File: src/rtl/fft_pkg.sv
// ============================================================================
// Module : fft_pkg
// Brief  : Shared defaults and state encoding for the radix-2 first-stage sequencer.
// Rev    : 1.0  initial release
// ============================================================================
`default_nettype none

package fft_pkg;

  localparam int FFT_DW = 8;
  localparam int FFT_N  = 32;
  localparam int FFT_KW = 4;

  typedef enum logic [1:0] {
    ST_IDLE = 2'd0,
    ST_FILL = 2'd1,
    ST_PAIR = 2'd2
  } seq_state_e;

endpackage

`default_nettype wire

File: src/rtl/but_32.sv
// ============================================================================
// Module : but_32
// Brief  : Radix-2 butterfly; sign-extended exact sum and difference, no rounding.
// Rev    : 1.0  initial release
// ============================================================================
`default_nettype none

module but_32 #(
  parameter int DW = 8
) (
  input  logic signed [DW-1:0] a,
  input  logic signed [DW-1:0] b,
  output logic signed [DW:0]   sum,
  output logic signed [DW:0]   diff
);

  logic signed [DW:0] a_ext;
  logic signed [DW:0] b_ext;

  always_comb begin
    a_ext = {a[DW-1], a};
    b_ext = {b[DW-1], b};
    sum   = a_ext + b_ext;
    diff  = a_ext - b_ext;
  end

endmodule

`default_nettype wire

File: src/rtl/dft_32to16_seq.sv
// ============================================================================
// Module : dft_32to16_seq
// Brief  : Streams a frame through one time-shared butterfly, pairing x(k) with x(k+H).
// Rev    : 1.0  initial release
// ============================================================================
`default_nettype none

module dft_32to16_seq
  import fft_pkg::*;
#(
  parameter int DW = FFT_DW,
  parameter int N  = FFT_N,
  parameter int KW = FFT_KW
) (
  input  logic                 clk,
  input  logic                 rst_n,
  input  logic                 in_valid,
  output logic                 in_ready,
  input  logic                 in_sop,
  input  logic signed [DW-1:0] in_data,
  output logic                 out_valid,
  input  logic                 out_ready,
  output logic signed [DW:0]   out_fa,
  output logic signed [DW:0]   out_fb,
  output logic [KW-1:0]        out_k,
  output logic                 out_last,
  output logic                 err_sop,
  input  logic                 err_clr
);

  localparam int          H        = N / 2;
  localparam logic [KW-1:0] K_LAST = KW'(H - 1);

  seq_state_e          state_q, state_d;
  logic [KW-1:0]       cnt_q, cnt_d;
  logic                err_sop_q, err_sop_d;
  logic                out_valid_q, out_valid_d;
  logic                out_last_q, out_last_d;
  logic [KW-1:0]       out_k_q, out_k_d;
  logic signed [DW:0]  out_fa_q, out_fa_d;
  logic signed [DW:0]  out_fb_q, out_fb_d;

  logic signed [DW-1:0] mem_q [H];
  logic                 mem_we;
  logic [KW-1:0]        mem_wa;
  logic                 accept;
  logic                 pair_fire;
  logic                 err_set;
  logic signed [DW:0]   bf_sum;
  logic signed [DW:0]   bf_diff;

  assign accept = in_valid & in_ready;

  but_32 #(.DW(DW)) u_but (
    .a    (mem_q[cnt_q]),
    .b    (in_data),
    .sum  (bf_sum),
    .diff (bf_diff)
  );

  always_ff @(posedge clk or negedge rst_n) begin
    if (!rst_n) begin
      state_q <= ST_IDLE;
      cnt_q   <= '0;
    end else begin
      state_q <= state_d;
      cnt_q   <= cnt_d;
    end
  end

  // Any accepted in_sop restarts at x0; only in IDLE is that the expected case.
  always_comb begin
    state_d = state_q;
    cnt_d   = cnt_q;
    mem_we  = 1'b0;
    mem_wa  = cnt_q;
    err_set = 1'b0;
    case (state_q)
      ST_IDLE: begin
        if (accept) begin
          if (in_sop) begin
            mem_we  = 1'b1;
            mem_wa  = '0;
            cnt_d   = KW'(1);
            state_d = ST_FILL;
          end else begin
            err_set = 1'b1;
          end
        end
      end
      ST_FILL, ST_PAIR: begin
        if (accept) begin
          if (in_sop) begin
            err_set = 1'b1;
            mem_we  = 1'b1;
            mem_wa  = '0;
            cnt_d   = KW'(1);
            state_d = ST_FILL;
          end else if (state_q == ST_FILL) begin
            mem_we = 1'b1;
            cnt_d  = cnt_q + KW'(1);
            if (cnt_q == K_LAST) begin
              cnt_d   = '0;
              state_d = ST_PAIR;
            end
          end else begin
            cnt_d = cnt_q + KW'(1);
            if (cnt_q == K_LAST) begin
              cnt_d   = '0;
              state_d = ST_IDLE;
            end
          end
        end
      end
      default: begin
        state_d = ST_IDLE;
        cnt_d   = '0;
      end
    endcase
  end

  always_comb begin
    in_ready  = 1'b1;
    pair_fire = 1'b0;
    if (state_q == ST_PAIR) begin
      in_ready  = !out_valid_q || out_ready;
      pair_fire = accept && !in_sop;
    end
  end

  always_ff @(posedge clk) begin
    if (mem_we) begin
      mem_q[mem_wa] <= in_data;
    end
  end

  always_comb begin
    out_valid_d = out_valid_q;
    out_fa_d    = out_fa_q;
    out_fb_d    = out_fb_q;
    out_k_d     = out_k_q;
    out_last_d  = out_last_q;
    if (pair_fire) begin
      out_valid_d = 1'b1;
      out_fa_d    = bf_sum;
      out_fb_d    = bf_diff;
      out_k_d     = cnt_q;
      out_last_d  = (cnt_q == K_LAST);
    end else if (out_valid_q && out_ready) begin
      out_valid_d = 1'b0;
    end
    // A new error in the same cycle as err_clr keeps the flag set.
    err_sop_d = err_set ? 1'b1 : (err_clr ? 1'b0 : err_sop_q);
  end

  always_ff @(posedge clk or negedge rst_n) begin
    if (!rst_n) begin
      out_valid_q <= 1'b0;
      out_fa_q    <= '0;
      out_fb_q    <= '0;
      out_k_q     <= '0;
      out_last_q  <= 1'b0;
      err_sop_q   <= 1'b0;
    end else begin
      out_valid_q <= out_valid_d;
      out_fa_q    <= out_fa_d;
      out_fb_q    <= out_fb_d;
      out_k_q     <= out_k_d;
      out_last_q  <= out_last_d;
      err_sop_q   <= err_sop_d;
    end
  end

  assign out_valid = out_valid_q;
  assign out_fa    = out_fa_q;
  assign out_fb    = out_fb_q;
  assign out_k     = out_k_q;
  assign out_last  = out_last_q;
  assign err_sop   = err_sop_q;

endmodule

`default_nettype wire

File: config.mk
export PLATFORM = sky130hd
export DESIGN_NAME = dft_32to16_seq
export DESIGN_NICKNAME = d
export VERILOG_FILES = /design/src/rtl/fft_pkg.sv /design/src/rtl/but_32.sv /design/src/rtl/dft_32to16_seq.sv
export SDC_FILE = /design/constraint.sdc
export NUM_CORES = 1
export LEC_CHECK = 0
export CAP_MARGIN = 30
export CORE_MARGIN = 2
export CORE_UTILIZATION = 40
export DETAILED_ROUTE_END_ITERATION = 10
export GPL_ROUTABILITY_DRIVEN = 1
export HOLD_SLACK_MARGIN = 0.08
export PLACE_DENSITY = 0.56
export SYNTH_ARGS = -nofsm -noshare
export SYNTH_HDL_FRONTEND = slang
export SYNTH_SLANG_ARGS = --single-unit
export TNS_END_PERCENT = 5
File: constraint.sdc
create_clock -name clk -period 3.2 [get_ports clk]
set_input_delay 0.32 -clock clk [delete_from_list [all_inputs] [get_ports clk]]
set_output_delay 0.32 -clock clk [all_outputs]
set_load 0.01 [all_outputs]
==> flow_summary_export.csv, run 1 <==
group,metric,value,unit
clock_network,cts_tree,"yes",
global_route,track_usage,18.4,%
power_and_ir_drop,vdd_ir_drop_max,0.389,mV
timing,final_min_period_over_clock_period,98.5,%
finish,final_util,51.7,%
die,die_y,136,um
global_route,grt_pass1_wl,24700,um
finish,area_delta_synth_final,27.0,%
worst_setup_path,crit_slowest_cell,"mux4_2",
yosys,synthArstFlopShare,19.0,%
timing,fin_crit,3.15,ns
yosys,netlist_instances,459,
global_route,overflow,0,
yosys,ys.flop_type,"edfxtp_1",
clock_network,clockBufferDepth,2,
finish,nFillCells,1431,
clock_network,cts.htree.levels,4,
worst_setup_path,path_cells,"buf_12 -> buf_6 -> mux4_2 -> mux2_4 -> nand2_2 -> o21a_1 -> inv_2 -> ha_4 -> fa_2 -> a21oi_2 -> o41ai_2 -> a2111o_1 -> a21oi_2",
route,drt_iter0_drc,270,
clock_network,cts_root_buf,"clkbuf_16",
die,coreArea,0.0172,sq mm
worst_setup_path,cp_max_fo,7,
clock_network,path_clk_slew,0.07,ns
route,ant_nets,0,
die,die-area,0.0186,sq mm
finish,layout.nets,608,
power_and_ir_drop,power.density,803,mW/mm^2
worst_setup_path,critPathTopFamily,"compound AO/OA/AOI/OAI gates",
finish,final_layout_size_suffix_gt1_share,29.1,%
finish,final_common_cell,"edfxtp_1",
worst_setup_path,crit_path_end_kind,"register",
route,drtPass1Iterations,4,
yosys,avgSynthCellArea,15.3,sq um
yosys,ys_warn_count,0,
route,drc,0,
placed_design,dpl_cell_area,0.00811,sq mm
die,initial_core_util,40.7,%
route,wl,16000,um
timing,rsz0062_at_grt,"yes",
worst_setup_path,crit_buf_inv,3,
die,placementRows,48,
route,wire_per_inst,19.8,um
timing,setup_ws,0.0482,ns
timing,setup_viol,0,
clock_network,cts-buffers-inserted,17,
placed_design,port_buffers,39,
yosys,synth_fp_nets,496,
yosys,ys_ff_latch,158,
timing,max_slew.worst_pin.slew,0.837,ns
die,die_w,136,um
global_route,grt_max_degree,37,
worst_setup_path,max_stage_delay,0.48,ns
placed_design,gp_congestion,0.837,
finish,most-common-layout-cells,"128 x edfxtp_1, 72 x buf_4, 39 x clkdlybuf4s50_1, 37 x nand2_1, 29 x dfrtp_1",
global_route,grt_pass1_vias,4142,
timing,max_slew_margin,44.2,%
clock_network,clk_latency,0.42,ns
job,maxCapViolCount,0,
power_and_ir_drop,p_leak,3.29,nW
worst_setup_path,cp_common_cell,"a21oi_2",
worst_setup_path,cp-start-kind,"register",
min_path,hp-class,"input port to asynchronous set/reset pin",
finish,diodes,0,
yosys,synth_edf_count,128,
worst_setup_path,arrival,3.51,ns
worst_setup_path,critical_path_class,"register to register",
route,viasPerCell,5.14,
timing,fin_skew,0.00930,ns
finish,post-route-cell-area,0.00892,sq mm
route,vias,4161,
placed_design,pre_cts_ws,-0.301,ns
placed_design,dp_hpwl,10900,um
timing,hold_viol_final,0,
global_route,antenna_found_initial,0,
yosys,synth_area,0.00702,sq mm
worst_setup_path,cp.required,3.56,ns
yosys,seq_area_frac_synth,65.4,%
timing,timing.fmax,317,MHz
run_status,status,"complete, no violations",
yosys,synth_cell_types,48,
timing,slew_viol_final,0,
clock_network,cts_num_sinks,158,
die,ioPinCount,40,
==> metrics by stage <==
stage | cells | power [W] | hold slack [ns] | setup TNS [ns]
after floorplan | 459 | 0.00397 | 0.0244 | 0
after global placement | 769 | 0.00496 | 0.462 | -0.997
after detailed placement | 769 | 0.00499 | 0.470 | -1.36
after CTS | 803 | 0.00697 | 0.284 | -0.0781
after global routing | 809 | 0.00757 | 0.315 | -0.173
final | 809 | 0.00716 | 0.278 | 0
==> sequential cells by signal, summed over array words and instances, names as in the netlist <==
register   flops
out_fa         8
mem_q        128
state_q        2
err_sop        1
out_last       1
out_valid      1
out_fb         9
out_k          4
cnt_q          4
==> synth_stat cells, types with 2 or more instances <==
| cell | instances | area, sq um |
|---|---|---|
| fa_1 | 2 | 40.0 |
| a21oi_1 | 13 | 65.1 |
| a211oi_1 | 9 | 67.6 |
| nor3_1 | 9 | 45.0 |
| inv_1 | 19 | 71.3 |
| nor2_1 | 27 | 101 |
| or4_1 | 3 | 22.5 |
| a21o_1 | 2 | 15.0 |
| xor2_1 | 5 | 43.8 |
| ha_1 | 21 | 263 |
| o22ai_1 | 2 | 12.5 |
| nand2b_1 | 8 | 50.1 |
| buf_2 | 7 | 35.0 |
| dfrtp_1 | 30 | 751 |
| clkbuf_1 | 11 | 41.3 |
| buf_6 | 2 | 22.5 |
| nor2b_1 | 9 | 56.3 |
| nand3b_1 | 5 | 37.5 |
| o31ai_1 | 3 | 22.5 |
| a31oi_1 | 3 | 18.8 |
| mux4_1 | 10 | 263 |
| o21a_1 | 6 | 45.0 |
| o21ai_0 | 24 | 120 |
| xnor2_1 | 3 | 26.3 |
| buf_1 | 2 | 7.51 |
| nand3_1 | 6 | 30.0 |
| buf_4 | 4 | 30.0 |
| edfxtp_1 | 128 | 3840 |
| mux2i_1 | 8 | 80.1 |
| mux4_2 | 22 | 495 |
| nand2_1 | 38 | 143 |
| mux2_2 | 2 | 22.5 |
==> final cells by class <==
type                    instances  area [sq um]  share of cell area, %
clock buffers                  17           425                   4.77
clock inverters                15           128                   1.43
inverters                      20          75.1                  0.842
multi-input cells             255          2360                   26.5
flip-flops and latches        158          4600                   51.5
well taps                     225           282                   3.16
repair buffers                119          1050                   11.8
==> worst register-to-register path, delay by kind of cell, from the launching register on <==
kind	cells	cell delay [ns]
AO/OA/AOI/OAI	5	0.96
multiplexers	2	0.75
adder cells (fa/ha/maj)	2	0.53
flip-flops	1	0.46
buffers and inverters	3	0.32
AND/OR/NAND/NOR	1	0.07
==> path summary, 6_finish.rpt <==
| path | start | to | slack, ns | depth (start not counted) |
|---|---|---|---|---|
| max in group asynchronous | rst_n | cnt_q[0] | 2.62 | 2 |
| hold reg to reg | out_fa[3] | out_fa[3] | 0.48 | 2 |
| setup / recovery | cnt_q[0] | out_fa[8] | 0.05 | 13 |
| hold / removal | rst_n | err_sop | 0.28 | 2 |
| min in group clk | err_clr | err_sop | 0.47 | 2 |
| setup reg to reg | cnt_q[0] | out_fa[8] | 0.05 | 13 |
==> power breakdown <==
group	internal [W]	switching, W	total [W]
Combinational	0.00149	0.00125	0.00274
Sequential	0.00241	0.000112	0.00252
Clock	0.00102	0.000880	0.00190
Total	0.00492	0.00225	0.00716
==> routing by layer <==
metal | track usage [%] | routed length (um) | share of wire, %
met1 | 26.0 | 7120 | 44
met2 | 28.8 | 7680 | 48
met3 | 3.56 | 899 | 5.6
met4 | 6.25 | 301 | 1.9
met5 | 0 | 0 | 0
==> kinds of logic (layout without fill, tap and decap cells) <==
group,count (synthesis),after routing,synth area share [%]
mux,42,42,12.3
fa+ha+maj,23,23,4.31
compound gates,73,73,6.68
buf+inv,46,171,3.01
xor+xnor,8,8,0.998
simple gates,109,109,7.31
flops,158,158,65.4
==> repair_timing <==
item / in CTS / in global routing
gates cloned: 0 / 0
hold buffers: 0 / 0
pin swaps: 2 / 19
setup endpoints to repair: 9 / 10
resized for setup: 8 / 43
buffers inserted: 2 / 7
hold endpoints to repair: 0 / 0
No activity file was read; power rests on OpenSTA's default activity.
==> run 2: changes to the inputs <==
--- a/config.mk
+++ b/config.mk
@@ -6,12 +6,14 @@
 export NUM_CORES = 1
 export LEC_CHECK = 0
 export CAP_MARGIN = 30
-export CORE_MARGIN = 2
+export CORE_MARGIN = 10
 export CORE_UTILIZATION = 40
 export DETAILED_ROUTE_END_ITERATION = 10
 export GPL_ROUTABILITY_DRIVEN = 1
 export HOLD_SLACK_MARGIN = 0.08
+export MAX_ROUTING_LAYER = met4
 export PLACE_DENSITY = 0.56
+export SETUP_SLACK_MARGIN = 0.1
 export SYNTH_ARGS = -nofsm -noshare
 export SYNTH_HDL_FRONTEND = slang
 export SYNTH_SLANG_ARGS = --single-unit
==> flow_summary_export.csv, run 2 (synthesis results as in run 1) <==
group,metric,value,unit
worst_setup_path,startpoint,"cnt_q[0]",
die,coreArea,0.0172,sq mm
route,ant_nets,0,
die,initial_core_util,40.7,%
worst_setup_path,critical_path_class,"register to register",
finish,area_delta_synth_final,28.7,%
power_and_ir_drop,power.density,816,mW/mm^2
route,routed-wl-met2,7960,um
finish,largest_reg_flops,128,
min_path,hp-class,"input port to asynchronous set/reset pin",
die,ioPinCount,40,
clock_network,cts-buffers-inserted,17,
timing,slew_viol_final,0,
die,die_w,152,um
timing,final.setup.tns,0,ns
finish,final_util,52.4,%
finish,final_common_cell,"edfxtp_1",
worst_setup_path,endpoint,"out_fb[8]",
finish,most-common-layout-cells,"128 x edfxtp_1, 75 x buf_4, 39 x clkdlybuf4s50_1, 37 x nand2_1, 31 x mux4_2",
power_and_ir_drop,power.total,0.00738,W
finish,layout.nets,616,
finish,top_register,"mem_q",
route,vias,4207,
placed_design,dp_hpwl,11100,um
job,maxCapViolCount,0,
run_status,status,"complete, no violations",
placed_design,port_buffers,39,
route,drtPass1Iterations,4,
finish,nFillCells,1404,
finish,diodes,0,
finish,multi_input_area,0.00240,sq mm
timing,setup_viol,0,
route,top_layer,"met4",
clock_network,clockBufferDepth,2,
worst_setup_path,cp_max_fo,4,
clock_network,cts_tree,"yes",
finish,final_layout_size_suffix_gt1_share,31.8,%
global_route,grt_pass1_vias,4341,
route,wl_met3,697,um
worst_setup_path,cp-start-kind,"register",
timing,rsz0062_at_grt,"yes",
worst_setup_path,cp.required,3.55,ns
timing,final_min_period_over_clock_period,97.7,%
global_route,track_usage,14.9,%
timing,fin_crit,3.13,ns
global_route,overflow,0,
global_route,grt_max_degree,37,
route,wire_per_inst,20.2,um
worst_setup_path,crit_path_end_kind,"register",
power_and_ir_drop,vdd_ir_drop_max,0.432,mV
route,wl,16500,um
worst_setup_path,r2r-start,"cnt_q[0]",
route,drt_iter0_drc,242,
die,die-area,0.0233,sq mm
clock_network,cts_root_buf,"clkbuf_16",
route,viasPerCell,5.15,
power_and_ir_drop,p_leak,3.31,nW
global_route,antenna_found_initial,0,
worst_setup_path,arrival,3.47,ns
global_route,grt_pass1_wl,26100,um
timing,max_slew_margin,39.7,%
timing,timing.fmax,320,MHz
die,placementRows,48,
worst_setup_path,r2r_slack,0.07,ns
timing,fin_skew,0.00891,ns
worst_setup_path,regToRegEndpoint,"out_fb[8]",
timing,hold_viol_final,0,
clock_network,clk_latency,0.43,ns
route,drc,0,
timing,max_slew.worst_pin.slew,0.904,ns
clock_network,path_clk_slew,0.06,ns
finish,seq_area,0.00460,sq mm
route,met1_length,7640,um
clock_network,cts_num_sinks,158,
die,die_y,152,um
placed_design,gp_congestion,0.812,
clock_network,cts.htree.levels,4,
worst_setup_path,rr_worst_depth,13,
==> run 2: power breakdown <==
part | total (W) | switching (W) | internal, W
clock network | 0.00188 | 0.000808 | 0.00107
registers | 0.00252 | 0.000102 | 0.00241
logic | 0.00299 | 0.00135 | 0.00163
total | 0.00738 | 0.00226 | 0.00511
==> run 2: routing by layer <==
metal | GRT usage (%) | up-vias
met4 | 5.18 | 0
met5 | - | -
met3 | 2.96 | 17
met1 | 19.6 | 2108
met2 | 22.8 | 102
li1 | - | 1980
==> run 2: what timing repair did <==
action	in CTS	in global routing
pin swaps	18	20
endpoints found under the setup margin	9	11
gates resized for setup	36	32
setup buffers	9	7
hold buffers	0	0
==> run 2: cell type report <==
| class | instances | area share (%) |
|---|---|---|
| Clock buffer | 19 | 4.79 |
| Clock inverter | 13 | 1.27 |
| Inverter | 20 | 0.831 |
| Multi-Input combinational cell | 255 | 26.5 |
| Sequential cell | 158 | 50.9 |
| Tap cell | 225 | 3.12 |
| Timing Repair Buffer | 127 | 12.6 |
==> run 2: worst min-delay path by stage <==
stage	from	to	slack (ns)	cells past startpoint
after floorplan	rst_n	cnt_q[0]	0.02	0
after global placement	out_fb[4]	out_fb[4]	0.46	1
after detailed placement	out_fb[3]	out_fb[3]	0.47	2
after CTS	rst_n	out_fa[4]	0.30	2
after global routing	rst_n	out_fa[4]	0.33	2
final	rst_n	err_sop	0.30	2
==> run 2: worst max-delay path, stage by stage (launching register included) <==
cell and delay [ns]:
dfrtp_2 0.40, buf_6 0.14, mux4_2 0.52, nor2b_4 0.15, a211oi_2 0.21, buf_4 0.17, a21oi_2 0.04, ha_1 0.37
buf_6 0.15, nor2b_4 0.11, o31a_1 0.34, nor3_2 0.19, o211ai_1 0.12, a31oi_1 0.16
==> run 2: metrics by stage <==
step	hold slack, ns	cells	setup slack (ns)	instance area [sq um]
floorplan	0.0244	459	0.140	7020
global route	0.333	817	-0.0951	9040
global placement	0.461	769	-0.198	8120
detailed placement	0.470	769	-0.217	8120
CTS	0.303	810	0.0839	8870
finish	0.298	817	0.0732	9040
==> run 3: changes to the inputs <==
--- a/config.mk
+++ b/config.mk
@@ -6,7 +6,7 @@
 export NUM_CORES = 1
 export LEC_CHECK = 0
 export CAP_MARGIN = 30
-export CORE_MARGIN = 10
+export CORE_MARGIN = 8
 export CORE_UTILIZATION = 40
 export DETAILED_ROUTE_END_ITERATION = 10
 export GPL_ROUTABILITY_DRIVEN = 1
==> flow_summary_export.csv, run 3 (synthesis results as in run 1) <==
group,metric,value,unit
finish,final_common_cell,"edfxtp_1",
placed_design,gp_congestion,0.808,
placed_design,port_buffers,39,
die,coreArea,0.0172,sq mm
clock_network,clk_latency,0.43,ns
timing,fin_skew,0.0140,ns
worst_setup_path,regToRegEndpoint,"out_fa[8]",
power_and_ir_drop,power.density,816,mW/mm^2
route,drtPass1Iterations,4,
power_and_ir_drop,vdd_ir_drop_max,0.424,mV
global_route,grt_pass1_vias,4328,
global_route,track_usage,15.8,%
die,ioPinCount,40,
timing,rsz0062_at_grt,"yes",
timing,max_slew_margin,46.3,%
global_route,grt_pass1_wl,25100,um
timing,setup_viol,0,
timing,final_min_period_over_clock_period,97.7,%
worst_setup_path,critical_path_class,"register to register",
global_route,antenna_found_initial,0,
clock_network,cts_tree,"yes",
route,drc,0,
finish,layout.nets,608,
placed_design,placed_cells,766,
clock_network,cts-buffers-inserted,17,
worst_setup_path,rr_worst_depth,12,
job,maxCapViolCount,0,
finish,seq_area,0.00460,sq mm
die,placementRows,48,
route,viasPerCell,5.21,
die,initial_core_util,40.7,%
route,vias,4216,
route,drt_iter0_drc,294,
placed_design,dp_hpwl,11200,um
finish,nFillCells,1375,
finish,diodes,0,
finish,instances_no_fill,809,
die,die_w,148,um
finish,area_delta_synth_final,28.0,%
finish,largest_reg_flops,128,
clock_network,hold_buffers,0,
placed_design,pre_cts_ws,-0.201,ns
clock_network,clockBufferDepth,2,
worst_setup_path,startpoint,"cnt_q[0]",
clock_network,cts.htree.levels,4,
timing,fin_crit,3.13,ns
finish,final_layout_size_suffix_gt1_share,29.5,%
die,die-area,0.0220,sq mm
route,wire_per_inst,20.0,um
die,die_y,148,um
global_route,grt_max_degree,37,
route,wl,16200,um
clock_network,cts_root_buf,"clkbuf_16",
finish,most-common-layout-cells,"128 x edfxtp_1, 73 x buf_4, 39 x clkdlybuf4s50_1, 38 x nand2_1, 28 x dfrtp_1",
worst_setup_path,cp.required,3.56,ns
worst_setup_path,crit_path_end_kind,"register",
timing,hold_viol_final,0,
timing,max_slew.worst_pin.slew,0.806,ns
timing,setup_ws,0.0722,ns
timing,slew_viol_final,0,
clock_network,path_clk_slew,0.07,ns
worst_setup_path,r2r_slack,0.07,ns
power_and_ir_drop,p_leak,3.31,nW
worst_setup_path,arrival,3.49,ns
min_path,hp-class,"input port to asynchronous set/reset pin",
power_and_ir_drop,power.total,0.00733,W
worst_setup_path,cp_max_fo,4,
finish,top_register,"mem_q",
timing,timing.fmax,320,MHz
run_status,status,"complete, no violations",
route,ant_nets,0,
finish,multi_input_area,0.00241,sq mm
global_route,overflow,0,
clock_network,cts_num_sinks,158,
worst_setup_path,r2r-start,"cnt_q[0]",
worst_setup_path,cp-start-kind,"register",
## run 3: worst max-delay path, cell delays in order, from the launching register on
cell      delay [ns]
dfrtp_2         0.45
buf_6           0.16
mux4_2          0.49
mux2_4          0.27
nand2_1         0.06
o21a_1          0.16
inv_1           0.06
ha_2            0.18
fa_2            0.38
a21oi_4         0.21
o41ai_4         0.09
a2111o_1        0.44
a21oi_2         0.13
## run 3: how the worst max path moves through the flow
stage,to,cells after the start
3_5_place_dp,out_fa[7],11
4_1_cts,out_fa[7],10
3_3_place_gp,out_fa[7],11
5_1_grt,out_fa[8],12
2_1_floorplan,out_fa[8],12
6_report,out_fa[8],12
## run 3: area by class of cell
type / count / share of cell area [%]
tap: 225 / 3.13
clock buffer: 17 / 4.73
inverter: 20 / 0.835
clock inverter: 15 / 1.74
timing repair buffer: 119 / 11.6
sequential: 158 / 51.1
multi-input combinational: 255 / 26.8
## run 3: metal layers
layer  GRT usage, %  part of all wire (%)  vias up
met5              -                     0        -
met4           7.45                   2.5        0
met3           3.59                   5.1       20
met2           24.3                    48      105
met1           19.6                    44     2116
li1               -                     -     1975
## run 3: timing repair
item / CTS / global route
setup buffers: 10 / 1
pin swaps: 20 / 8
endpoints found under the setup margin: 9 / 10
resized for setup: 40 / 16
## run 3: power breakdown
part / internal [W] / switching [W] / total, W / leakage (nW)
Combinational: 0.00149 / 0.00130 / 0.00280 / 1.48
Sequential: 0.00241 / 0.000114 / 0.00253 / 1.54
Clock: 0.00116 / 0.000854 / 0.00201 / 0.287
Total: 0.00507 / 0.00227 / 0.00733 / 3.31
## run 3: through the flow
stage / hold slack [ns] / setup TNS, ns / util [%] / instance area (sq um)
global placement: 0.464 / -0.331 / 47.0 / 8100
floorplan: 0.0244 / 0 / - / 7020
finish: 0.294 / 0 / 52.2 / 8990
CTS: 0.293 / 0 / 51.6 / 8900
detailed placement: 0.468 / -0.415 / 47.0 / 8100
global route: 0.325 / -0.0337 / 52.2 / 8990
